==> config.mk <==
export PLATFORM = sky130hd
export DESIGN_NAME = alu_exec_stage
export DESIGN_NICKNAME = d
export VERILOG_FILES = /design/src/rtl/alu_exec_stage_pkg.sv /design/src/rtl/alu_exec_stage_shift_add_multiplier.sv /design/src/rtl/alu_exec_stage.sv
export SDC_FILE = /design/constraint.sdc
export NUM_CORES = 1
export LEC_CHECK = 0
export CAP_MARGIN = 5
export CORE_UTILIZATION = 45
export CTS_CLUSTER_DIAMETER = 30
export CTS_CLUSTER_SIZE = 24
export DETAILED_ROUTE_END_ITERATION = 10
export GPL_TIMING_DRIVEN = 1
export HOLD_SLACK_MARGIN = 0.08
export PLACE_DENSITY_LB_ADDON = 0.2
export SYNTH_ARGS = -nofsm -noshare
export SYNTH_HDL_FRONTEND = slang
export SYNTH_SLANG_ARGS = --single-unit
==> constraint.sdc <==
create_clock -name clk -period 4 [get_ports clk]
set_clock_uncertainty 0.1 [all_clocks]
set_input_delay 0.4 -clock clk [delete_from_list [all_inputs] [get_ports clk]]
set_output_delay 0.4 -clock clk [all_outputs]
set_load 0.01 [all_outputs]
==> src/rtl/alu_exec_stage_pkg.sv <==
// ---------------------------------------------------------------------------
// alu_exec_stage_pkg
// Shared types and constants for the ALU execute stage:
//   ALU_WIDTH  default operand/result width
//   opcode_e   operation select encoding (101-111 reserved)
//   state_e    stage FSM states (ST_MUL only used when ALU_MUL_EN is defined)
// ---------------------------------------------------------------------------
package alu_exec_stage_pkg;

  localparam int ALU_WIDTH = 8;

  typedef enum logic [2:0] {
    OP_MOV = 3'b000,
    OP_ADD = 3'b001,
    OP_AND = 3'b010,
    OP_OR  = 3'b011,
    OP_MUL = 3'b100
  } opcode_e;

  typedef enum logic [0:0] {
    ST_IDLE = 1'b0,
    ST_MUL  = 1'b1
  } state_e;

endpackage

==> src/rtl/alu_exec_stage_shift_add_multiplier.sv <==
// ---------------------------------------------------------------------------
// shift_add_multiplier
// Iterative WIDTH x WIDTH unsigned multiplier, one shift-add step per cycle.
// The whole module only exists when ALU_MUL_EN is defined.
// Ports:
//   clk, reset_n  clock, async active-low reset (aborts a product in flight)
//   start_i       latch operands, clear accumulator, load step counter
//   a_i, b_i      multiplicand / multiplier
//   product_o     accumulator value after the current cycle's step
//   done_o        product_o is final (last step this cycle, or already done)
// ---------------------------------------------------------------------------
`ifdef ALU_MUL_EN
module shift_add_multiplier #(
  parameter int WIDTH = 8
) (
  input  logic               clk,
  input  logic               reset_n,
  input  logic               start_i,
  input  logic [WIDTH-1:0]   a_i,
  input  logic [WIDTH-1:0]   b_i,
  output logic [2*WIDTH-1:0] product_o,
  output logic               done_o
);

  localparam int CW = $clog2(WIDTH + 1);

  logic [2*WIDTH-1:0] mcand_q;
  logic [2*WIDTH-1:0] acc_q;
  logic [2*WIDTH-1:0] acc_d;
  logic [WIDTH-1:0]   mplier_q;
  logic [CW-1:0]      count_q;

  // Accumulator after this cycle's step; steps stop once the counter is 0.
  always_comb begin
    acc_d = acc_q;
    if ((count_q != {CW{1'b0}}) && mplier_q[0]) begin
      acc_d = acc_q + mcand_q;
    end else begin
      acc_d = acc_q;
    end
  end

  // Operand shift registers, accumulator and step counter.
  always_ff @(posedge clk or negedge reset_n) begin
    if (!reset_n) begin
      mcand_q  <= {(2*WIDTH){1'b0}};
      acc_q    <= {(2*WIDTH){1'b0}};
      mplier_q <= {WIDTH{1'b0}};
      count_q  <= {CW{1'b0}};
    end else if (start_i) begin
      mcand_q  <= {{WIDTH{1'b0}}, a_i};
      acc_q    <= {(2*WIDTH){1'b0}};
      mplier_q <= b_i;
      count_q  <= CW'(WIDTH);
    end else if (count_q != {CW{1'b0}}) begin
      acc_q    <= acc_d;
      mcand_q  <= mcand_q << 1;
      mplier_q <= mplier_q >> 1;
      count_q  <= count_q - CW'(1);
    end
  end

  assign product_o = acc_d;
  // count 1 = final step in progress; count 0 = finished and held.
  assign done_o    = (count_q <= CW'(1));

endmodule
`endif

==> src/rtl/alu_exec_stage.sv <==
// ---------------------------------------------------------------------------
// alu_exec_stage
// Registered execute stage: operand A from the register file, operand B from
// the operand-select MUX. MOV/ADD/AND/OR complete in one cycle; MUL (only
// with ALU_MUL_EN defined) iterates WIDTH cycles in a shift-add multiplier.
// Result and flags sit in a one-entry output register with valid/ready.
// Configuration macro: ALU_MUL_EN (undefined: opcode 100 is reserved).
// Ports:
//   clk, reset_n         clock, async active-low reset
//   in_valid/in_ready    upstream handshake; opcode, data1, data2 operands
//   out_valid/out_ready  downstream handshake to write-back
//   result, zero, carry, illegal  registered result and flags
//   busy                 multiply in progress
// ---------------------------------------------------------------------------
module alu_exec_stage
  import alu_exec_stage_pkg::*;
#(
  parameter int WIDTH = ALU_WIDTH
) (
  input  logic             clk,
  input  logic             reset_n,
  input  logic             in_valid,
  output logic             in_ready,
  input  logic [2:0]       opcode,
  input  logic [WIDTH-1:0] data1,
  input  logic [WIDTH-1:0] data2,
  output logic             out_valid,
  input  logic             out_ready,
  output logic [WIDTH-1:0] result,
  output logic             zero,
  output logic             carry,
  output logic             illegal,
  output logic             busy
);

  opcode_e          op_s;
  logic [WIDTH:0]   sum_s;
  logic [WIDTH-1:0] result_d;
  logic             carry_d;
  logic             illegal_d;

  logic [WIDTH-1:0] result_q;
  logic             zero_q;
  logic             carry_q;
  logic             illegal_q;
  logic             out_valid_q;

  logic             free_s;
  logic             drain_s;
  logic             accept_s;
  logic             is_mul_s;

  assign op_s     = opcode_e'(opcode);
  // Output register can take a new result this edge (empty or being drained).
  assign free_s   = !out_valid_q || out_ready;
  assign drain_s  = out_valid_q && out_ready;
  assign accept_s = in_valid && in_ready;

`ifdef ALU_MUL_EN
  state_e             state_q;
  logic [2*WIDTH-1:0] mul_prod_s;
  logic               mul_done_s;
  logic               mul_start_s;
  logic               mul_load_s;

  assign is_mul_s    = (op_s == OP_MUL);
  assign mul_start_s = accept_s && is_mul_s;
  // Final product loads only when the output register is free; otherwise
  // the FSM stays in ST_MUL with the multiplier parked at count 0.
  assign mul_load_s  = (state_q == ST_MUL) && mul_done_s && free_s;
  assign in_ready    = (state_q == ST_IDLE) && free_s;
  assign busy        = (state_q == ST_MUL);

  shift_add_multiplier #(
    .WIDTH (WIDTH)
  ) u_mul (
    .clk       (clk),
    .reset_n   (reset_n),
    .start_i   (mul_start_s),
    .a_i       (data1),
    .b_i       (data2),
    .product_o (mul_prod_s),
    .done_o    (mul_done_s)
  );
`else
  assign is_mul_s = 1'b0;
  assign in_ready = free_s;
  assign busy     = 1'b0;
`endif

  // Single-cycle datapath; anything not decoded is reserved and flags illegal.
  always_comb begin
    sum_s     = {1'b0, data1} + {1'b0, data2};
    result_d  = {WIDTH{1'b0}};
    carry_d   = 1'b0;
    illegal_d = 1'b0;
    case (op_s)
      OP_MOV: result_d = data2;
      OP_ADD: begin
        result_d = sum_s[WIDTH-1:0];
        carry_d  = sum_s[WIDTH];
      end
      OP_AND: result_d = data1 & data2;
      OP_OR:  result_d = data1 | data2;
`ifdef ALU_MUL_EN
      // Result comes from the multiplier path, not from here.
      OP_MUL: illegal_d = 1'b0;
`endif
      default: illegal_d = 1'b1;
    endcase
  end

  // Output register and FSM.
  always_ff @(posedge clk or negedge reset_n) begin
    if (!reset_n) begin
      result_q    <= {WIDTH{1'b0}};
      zero_q      <= 1'b0;
      carry_q     <= 1'b0;
      illegal_q   <= 1'b0;
      out_valid_q <= 1'b0;
`ifdef ALU_MUL_EN
      state_q     <= ST_IDLE;
`endif
    end else begin
      if (accept_s && !is_mul_s) begin
        result_q    <= result_d;
        zero_q      <= (result_d == {WIDTH{1'b0}});
        carry_q     <= carry_d;
        illegal_q   <= illegal_d;
        out_valid_q <= 1'b1;
`ifdef ALU_MUL_EN
      end else if (mul_load_s) begin
        result_q    <= mul_prod_s[WIDTH-1:0];
        zero_q      <= (mul_prod_s[WIDTH-1:0] == {WIDTH{1'b0}});
        carry_q     <= |mul_prod_s[2*WIDTH-1:WIDTH];
        illegal_q   <= 1'b0;
        out_valid_q <= 1'b1;
`endif
      end else if (drain_s) begin
        out_valid_q <= 1'b0;
      end
`ifdef ALU_MUL_EN
      case (state_q)
        ST_IDLE: if (mul_start_s) state_q <= ST_MUL;
        ST_MUL:  if (mul_load_s)  state_q <= ST_IDLE;
        default: state_q <= ST_IDLE;
      endcase
`endif
    end
  end

  assign result    = result_q;
  assign zero      = zero_q;
  assign carry     = carry_q;
  assign illegal   = illegal_q;
  assign out_valid = out_valid_q;

endmodule
**After elaboration in Yosys (flattened, before gate mapping)**

Cells that the tools add are included.

- Register bits: 12
- Bits of input ports: 23
- Output and inout bits: 14

- $add $sub $neg: 1
- Equal/unequal tests: 3
- Bitwise operators: 2
- Reductions and logical operators: 8
- Multiplexer cells: 5

Operators with widths:

| operator | number |
|---|---|
| 8-bit case mux with 4 select lines | 1 |
| 8-bit by 8-bit adder with 9-bit output | 1 |
| 8-bit AND | 1 |
| 8-bit logical NOT | 1 |
| 8-bit bitwise OR | 1 |
| 3-bit by 2-bit == test with 1-bit output, second input constant | 2 |
| 1-bit two-way mux | 4 |
| 4-bit OR reduction | 1 |
| 3-bit by 1-bit == test with 1-bit output, second input constant | 1 |
| 3-bit logical NOT | 1 |
| 1-bit logical AND | 2 |
| 2-bit nonzero test | 1 |
| 1-bit logical NOT | 1 |
| 1-bit logical OR | 1 |

**Longest topological paths before layout**

Gate-level depths: netlist (run 1).

- Depth after elaboration: 4
- Depth in mapped cells: 9
- Depth with buffers taken out: 9

**Worst setup path before layout (run 1)**

No wires, ideal clock.

- Path type: input to register
- From: input data1[5]
- To: register zero_q (netlist: zero)
- Setup time: 0.066 ns
- Stages: 8
- Arrival time: 1.927 ns
- Path slack: 1.907 ns
- Cell sequence: inv_1 ha_1 a21o_1 a31oi_1 nor2b_1 o311a_1 nor4_2 a41o_1

- Longest elaborated chain between the ends: 3
- Elaborated cells between the ends (all ways): 5
- Classes of those cells: add/sub: 1; mux: 1; bitwise: 2; reduce/logical: 1

Ends and longest elaborated chain:

| what | line | text |
|---|---|---|
| from (decl) | alu_exec_stage.sv:25 | `input logic [WIDTH-1:0] data1,` |
| 8-bit by 8-bit adder with 9-bit output, or another cell as far along | alu_exec_stage.sv:93 | `sum_s = {1'b0, data1} + {1'b0, data2};` |
| 8-bit case mux with 4 select lines * | alu_exec_stage.sv:97 | `case (op_s)` |
| 8-bit logical NOT * | alu_exec_stage.sv:127 | `zero_q <= (result_d == {WIDTH{1'b0}});` |
| to (signal assigned) | alu_exec_stage.sv:127 |  |
| to (decl) | alu_exec_stage.sv:43 | `logic zero_q;` |

Every way passes the cells marked *; elsewhere a longest branch is shown, timed or not.
A chain may end at the register's enable or synchronous reset.

**Worst setup path in the final report (run 1)**

- From: input data2[0]
- To: register zero_q (netlist: zero)

- Longest elaborated chain between the ends: 3
- Elaborated cells between the ends (all ways): 5
- Classes of those cells: add/sub: 1; mux: 1; bitwise: 2; reduce/logical: 1

Ends and longest elaborated chain:

| what | line | text |
|---|---|---|
| from (decl) | alu_exec_stage.sv:26 | `input logic [WIDTH-1:0] data2,` |
| 8-bit by 8-bit adder with 9-bit output, or another cell as far along | alu_exec_stage.sv:93 |  |
| 8-bit case mux with 4 select lines * | alu_exec_stage.sv:97 |  |
| 8-bit logical NOT * | alu_exec_stage.sv:127 |  |

Marks and branches as above.

==> flow_summary_export.csv, run 1 <==
group,metric,value,unit
pwr,power.switching,0.0001223,W
yosys,synth_area,0.001229,mm^2
yosys,synth_warnings,0,
final_layout,final_nets,220,
clock_tree,clockRootBuffer,"clkbuf_4",
sta,setup_ws,1.464,ns
yosys,synth-async-reset-ratio,1.000,
pwr,cellPowerDensity,251.9,mW/mm^2
sta,period_needed,2.536,ns
clock_tree,cts_tree,"built",
pwr,clockPowerShare,0.224,
yosys,ys.flop_type,"dfrtp_1",
pwr,intPower,0.0002828,W
clock_tree,numCtsBuffers,3,
floorplan,rows,18,
global_routing,antenna_found_initial,0,
clock_tree,clk_latency,0.26,ns
yosys,synth_area_leaders,"dfrtp_1 24%, ha_1 16%, mux2i_1 5.7%, inv_1 5.5%, o21ai_0 4.5%",
floorplan,core,0.002522,mm^2
sta,finalSetupTns,0,ns
job,maxCapViolCount,0,
routing,first_pass_iters,4,
yosys,synth_commonest_cells,"18 x inv_1, 16 x ha_1, 12 x dfrtp_1",
place,dp.final_hpwl,2167,um
place,port_buffers,35,
sta,fmax,0.3944,GHz
yosys,syn_area_per_cell,8.416,um^2
routing,drtAntennaViolNets,0,
floorplan,ioPinCount,37,
yosys,synth-simple-area-share,0.1884,
global_routing,grt_pass1_wl,4257,um
yosys,syn_nets,186,
routing,dr_total_vias,1130,
sta,fin_crit_sh,0.6339,
sta,finalMaxSlewViolations,0,
routing,drc_errors,0,
yosys,yosysMostFrequentCell,"inv_1",
yosys,synth.area.mux_share,0.07536,
yosys,netlist_instances,146,
yosys,synth_cell_type_count,40,
worst_setup_path,worstPathArrival,2.59,ns
worst_setup_path,path_max_fanout,3,
final_layout,antenna-diode-count,0,
final_layout,fillerInstances,226,
pwr,finalPower,0.0004051,W
routing,viasPerCell,5.407,
yosys,yosysTopAreaCellShare,0.2444,
sta,worst_slew_pin_slew,0.7868,ns
worst_setup_path,start_kind,"input port",
clock_tree,clk_path_buf_depth,2,
sta,setup_viol,0,
floorplan,die_height,54.26,um
final_layout,fin_util,0.6374,
sta,relSlewSlack,0.4738,
clock_tree,clk_pin_slew_worst_paths,0.07,ns
yosys,yosysTopAreaCell,"dfrtp_1",
routing,wl_per_cell,12.27,um
yosys,synth_seq_cells,12,
global_routing,grt_pass1_vias,1018,
place,place_ws,1.218,ns
final_layout,drive_above_1_share,0.07263,
yosys,ys_seq_area_frac,0.2444,
yosys,yosys.area_share.xor_xnor,0.02851,
clock_tree,ctsHoldBuffers,0,
floorplan,dieWidth,54.26,um
place,place_congestion,0.8368,
min_path,min_path_type,"in -> async",
yosys,synth_top_family_by_area,"compound AO/OA/AOI/OAI gates",
routing,wl,2565,um
sta,rsz0062_at_grt,"false",
pwr,seqPwrFrac,0.356,
pwr,switching_share,0.3020,
clock_tree,htreeDepth,1,
floorplan,start_util,0.4871,
yosys,synth_fa_ha_area_frac,0.1792,
sta,hold_viol,0,
pwr,p_leak,0.7609,nW
floorplan,die-area,0.002944,mm^2
clock_tree,cts.sinks,12,
routing,drt-initial-drc-count,18,
worst_setup_path,crit_path_end_kind,"flip-flop",
yosys,synth_compound_area_frac,0.1894,
worst_setup_path,r2r_cells,6,
global_routing,grt_usage,0.1986,
clock_tree,post_cts_buffers,0,
worst_setup_path,worst_ep_required_time,4.05,ns
global_routing,grt_overflow,0,
pwr,vdd_drop_max,190.0,uV
clock_tree,cts_resized,0,
worst_setup_path,worstSetupPathType,"in -> reg",
pwr,p_comb_frac,0.420,
global_routing,grt_max_degree,20,
final_layout,area_growth_syn_to_layout,30.86,%
run_status,status,"finished clean",
yosys,synth_edf_count,0,
[state kept, by name, summed over array words and instances (netlist names)]
signal / count
carry: 1
illegal: 1
out_valid: 1
result: 8
zero: 1
[critical path, cell delays in order]
cell and delay (ns):
clkdlybuf4s50_1 0.50, ha_1 0.21, inv_1 0.06, fa_1 0.39, xnor2_1 0.17, o21ai_0 0.11, a211o_1 0.36, nand3_1 0.09
nor3_1 0.05, a41o_1 0.24
[cells in the final DEF (no fill, tap or decap), types with 2 or more instances in the layout]
cell             count
clkdlybuf4s50_1     35
inv_1               18
ha_1                16
dfrtp_1             12
o21ai_0             11
nand2_1             10
nor2_1               9
mux2i_1              7
nor3_1               7
a21oi_1              7
nand2b_1             6
a211oi_1             5
xnor2_1              4
clkbuf_4             3
and2b_2              2
a31oi_1              2
o22a_1               2
mux2_2               2
nor2b_1              2
[metrics by stage]
step                hold WS [ns]  instances  cell area [um^2]
finish                    0.3687        209              1608
global route              0.3921        209              1608
CTS                       0.3751        209              1608
detailed placement        0.3693        205              1572
global placement          0.3612        205              1572
floorplan               0.004409        146              1229
[worst paths after layout]
check	start	to	slack (ns)
worst max-delay path	data2[0]	zero	1.46
worst min-delay path	reset_n	result[0]	0.37
worst max register to register	out_valid	zero	2.35
worst min register to register	result[1]	result[1]	0.38
max in group asynchronous	reset_n	result[7]	3.10
min in group clk	result[1]	result[1]	0.38
[metal layers]
metal,track usage,vias to the layer above,part of all wire
met5,0,-,0
li1,-,574,-
met3,0.008333,4,0.050
met2,0.3699,38,0.51
met1,0.2310,514,0.43
met4,0.08974,0,0.0082
[area by class of cell]
type	count	area [um^2]	share of cell area
clock buffers	4	36.28	0.02257
inverters	18	67.56	0.04202
multi-input cells	110	815.8	0.5074
flip-flops and latches	12	300.3	0.1868
well taps	30	37.54	0.02335
repair buffers	35	350.3	0.2179
[cell families after synthesis]
family                     count (synthesis)
xor gates and xnor gates                   4
other                                      1
buffers and inverters                     24
AOI/OAI and AO/OA                         36
DFF                                       12
and+or+nand+nor                           43
muxes                                      9
adders and majority gates                 17
[power by group through the flow]
stage,clock (W),combinational [W],sequential (W)
6_report,0.0000908,0.000170,0.000144
4_1_cts,0.0000948,0.000171,0.000145
2_1_floorplan,0,0.0000886,0.000154
3_5_place_dp,0,0.000170,0.000147
5_1_grt,0.000101,0.000189,0.000147
3_3_place_gp,0,0.000166,0.000146
Power figures use the tool's default switching activity.
==> inputs of run 2 (changes only) <==
==> constraint.sdc (replaced) <==
create_clock -name clk -period 2.6 [get_ports clk]
set_clock_uncertainty 0.1 [all_clocks]
set_input_delay 0.26 -clock clk [delete_from_list [all_inputs] [get_ports clk]]
set_output_delay 0.26 -clock clk [all_outputs]
set_load 0.01 [all_outputs]
==> flow_summary_export.csv, run 2 (synthesis gave the netlist of run 1 again) <==
group,metric,value,unit
run_status,status,"finished clean",
pwr,switching_share,0.3041,
worst_setup_path,worstSetupPathType,"in -> reg",
final_layout,area_growth_syn_to_layout,34.52,%
final_layout,final_nets,226,
final_layout,largest_register_ff_count,8,
place,port_buffers,35,
worst_setup_path,slowest_stage,"clkdlybuf4s50_1",
sta,fmax,0.4317,GHz
final_layout,final_area,0.001653,mm^2
clock_tree,cts_tree,"built",
final_layout,layout_commonest_cell,"clkdlybuf4s50_1",
pwr,seqPwrFrac,0.349,
routing,dr_total_vias,1139,
floorplan,start_util,0.4871,
sta,finalMaxSlewViolations,0,
place,place_congestion,0.8588,
sta,rsz0062_at_grt,"false",
place,dp.final_hpwl,2227,um
routing,first_pass_iters,4,
pwr,clockPowerShare,0.228,
global_routing,antenna_found_initial,0,
sta,worst_slew_pin_slew,0.5152,ns
clock_tree,post_cts_buffers,0,
floorplan,ioPinCount,37,
routing,wl,2627,um
sta,setup_viol,0,
floorplan,die-area,0.002944,mm^2
clock_tree,clk_path_buf_depth,2,
clock_tree,htreeDepth,1,
global_routing,grt_usage,0.2043,
pwr,intPower,0.0004414,W
sta,fin_crit_sh,0.8909,
sta,relSlewSlack,0.6555,
clock_tree,clk_latency,0.27,ns
global_routing,gr-usage-met1,0.2323,
worst_setup_path,start_kind,"input port",
clock_tree,numCtsBuffers,3,
global_routing,grt_util_met3,0.01389,
pwr,finalPower,0.0006342,W
routing,viasPerCell,5.298,
pwr,p_leak,0.7901,nW
clock_tree,cts.sinks,12,
worst_setup_path,path_buf_inv,2,
clock_tree,clk_pin_slew_worst_paths,0.07,ns
pwr,cellPowerDensity,383.7,mW/mm^2
routing,drtAntennaViolNets,0,
floorplan,die_height,54.26,um
pwr,power.switching,0.0001928,W
routing,drt-initial-drc-count,10,
sta,fin_hold_ws,0.2246,ns
floorplan,dieWidth,54.26,um
worst_setup_path,crit_path_end_kind,"flip-flop",
clock_tree,ctsHoldBuffers,0,
worst_setup_path,path_cells,"clkdlybuf4s50_1 -> inv_1 -> ha_1 -> a21o_1 -> a31oi_1 -> nor2b_1 -> o311a_1 -> nor4_2 -> a41o_1",
floorplan,rows,18,
global_routing,busiest_layer,"met2",
floorplan,core,0.002522,mm^2
job,maxCapViolCount,0,
clock_tree,cts_resized,0,
final_layout,antenna-diode-count,0,
global_routing,grt_max_degree,20,
routing,drc_errors,0,
worst_setup_path,max_stage_delay,0.50,ns
global_routing,grt_overflow,0,
global_routing,grt_pass1_wl,4388,um
worst_setup_path,worst_ep_required_time,2.72,ns
global_routing,grt_pass1_vias,1073,
clock_tree,clockRootBuffer,"clkbuf_4",
routing,wl_per_cell,12.22,um
min_path,min_path_type,"in -> async",
sta,finalSetupTns,0,ns
worst_setup_path,worstPathArrival,2.43,ns
pwr,p_comb_frac,0.423,
place,postPlaceCellArea,0.001617,mm^2
sta,hold_viol,0,
worst_setup_path,path_max_fanout,3,
final_layout,final_cell_mix,"35 x clkdlybuf4s50_1, 18 x inv_1, 16 x ha_1, 12 x dfrtp_1, 11 x o21ai_0",
worst_setup_path,path_delay_family,"compound AO/OA/AOI/OAI gates",
final_layout,fin_util,0.6553,
sta,period_needed,2.316,ns
final_layout,drive_above_1_share,0.1027,
global_routing,gr-usage-met2,0.3882,
pwr,vdd_drop_max,333.5,uV
==> run 2: cell count changes in the layout (fill, tap and decap cells not counted), sizes merged <==
| cell | previous run | this run |
|---|---|---|
| buf | 0 | 6 |
==> run 2: area by class of cell <==
class	count	area (um^2)
tap	30	37.54
multi-input combinational	110	815.8
clock buffer	4	36.28
fill	244	869.6
timing repair buffer	41	395.4
sequential	12	300.3
inverter	18	67.56
==> run 2: per-stage QoR <==
step                instances  worst slack (ns)
floorplan                 146            0.6466
global placement          211           0.03814
detailed placement        211           0.01223
CTS                       215            0.3043
global route              215           0.08311
finish                    215            0.2837
==> run 2: power by group through the flow <==
stage	registers (W)	clock network [W]	logic [W]
floorplan	0.000237	0	0.000136
global route	0.000225	0.000157	0.000300
finish	0.000222	0.000145	0.000268
CTS	0.000222	0.000152	0.000269
global placement	0.000225	0	0.000263
detailed placement	0.000226	0	0.000269
==> run 2: worst reg2reg max path: cells and delay by family, from the launching register on <==
| family | cells | cell delay [ns] |
|---|---|---|
| simple gates | 4 | 0.76 |
| flops | 1 | 0.38 |
| compound gates | 2 | 0.31 |
==> run 2: path summary, 6_finish.rpt <==
kind	cells after the start	slack, ns	from	endpoint
setup reg to reg	6	1.00	out_valid	zero
hold / removal	1	0.22	reset_n	out_valid
setup / recovery	9	0.28	data2[5]	zero
hold reg to reg	2	0.38	result[5]	result[5]
max in group asynchronous	1	1.83	reset_n	illegal
min in group clk	2	0.38	result[5]	result[5]
==> run 2: routing by layer <==
layer,vias to the layer above,share of wire
met3,2,0.035
met5,-,0
met1,522,0.46
met2,29,0.50
met4,0,0.0088
li1,586,-
==> inputs of run 3 (changes only) <==
--- a/config.mk
+++ b/config.mk
@@ -7,7 +7,6 @@
 export LEC_CHECK = 0
 export CAP_MARGIN = 5
 export CORE_UTILIZATION = 45
-export CTS_CLUSTER_DIAMETER = 30
 export CTS_CLUSTER_SIZE = 24
 export DETAILED_ROUTE_END_ITERATION = 10
 export GPL_TIMING_DRIVEN = 1
==> results of run 3 <==
No change in the layout: final DEF, timing and power equal those of run 2.
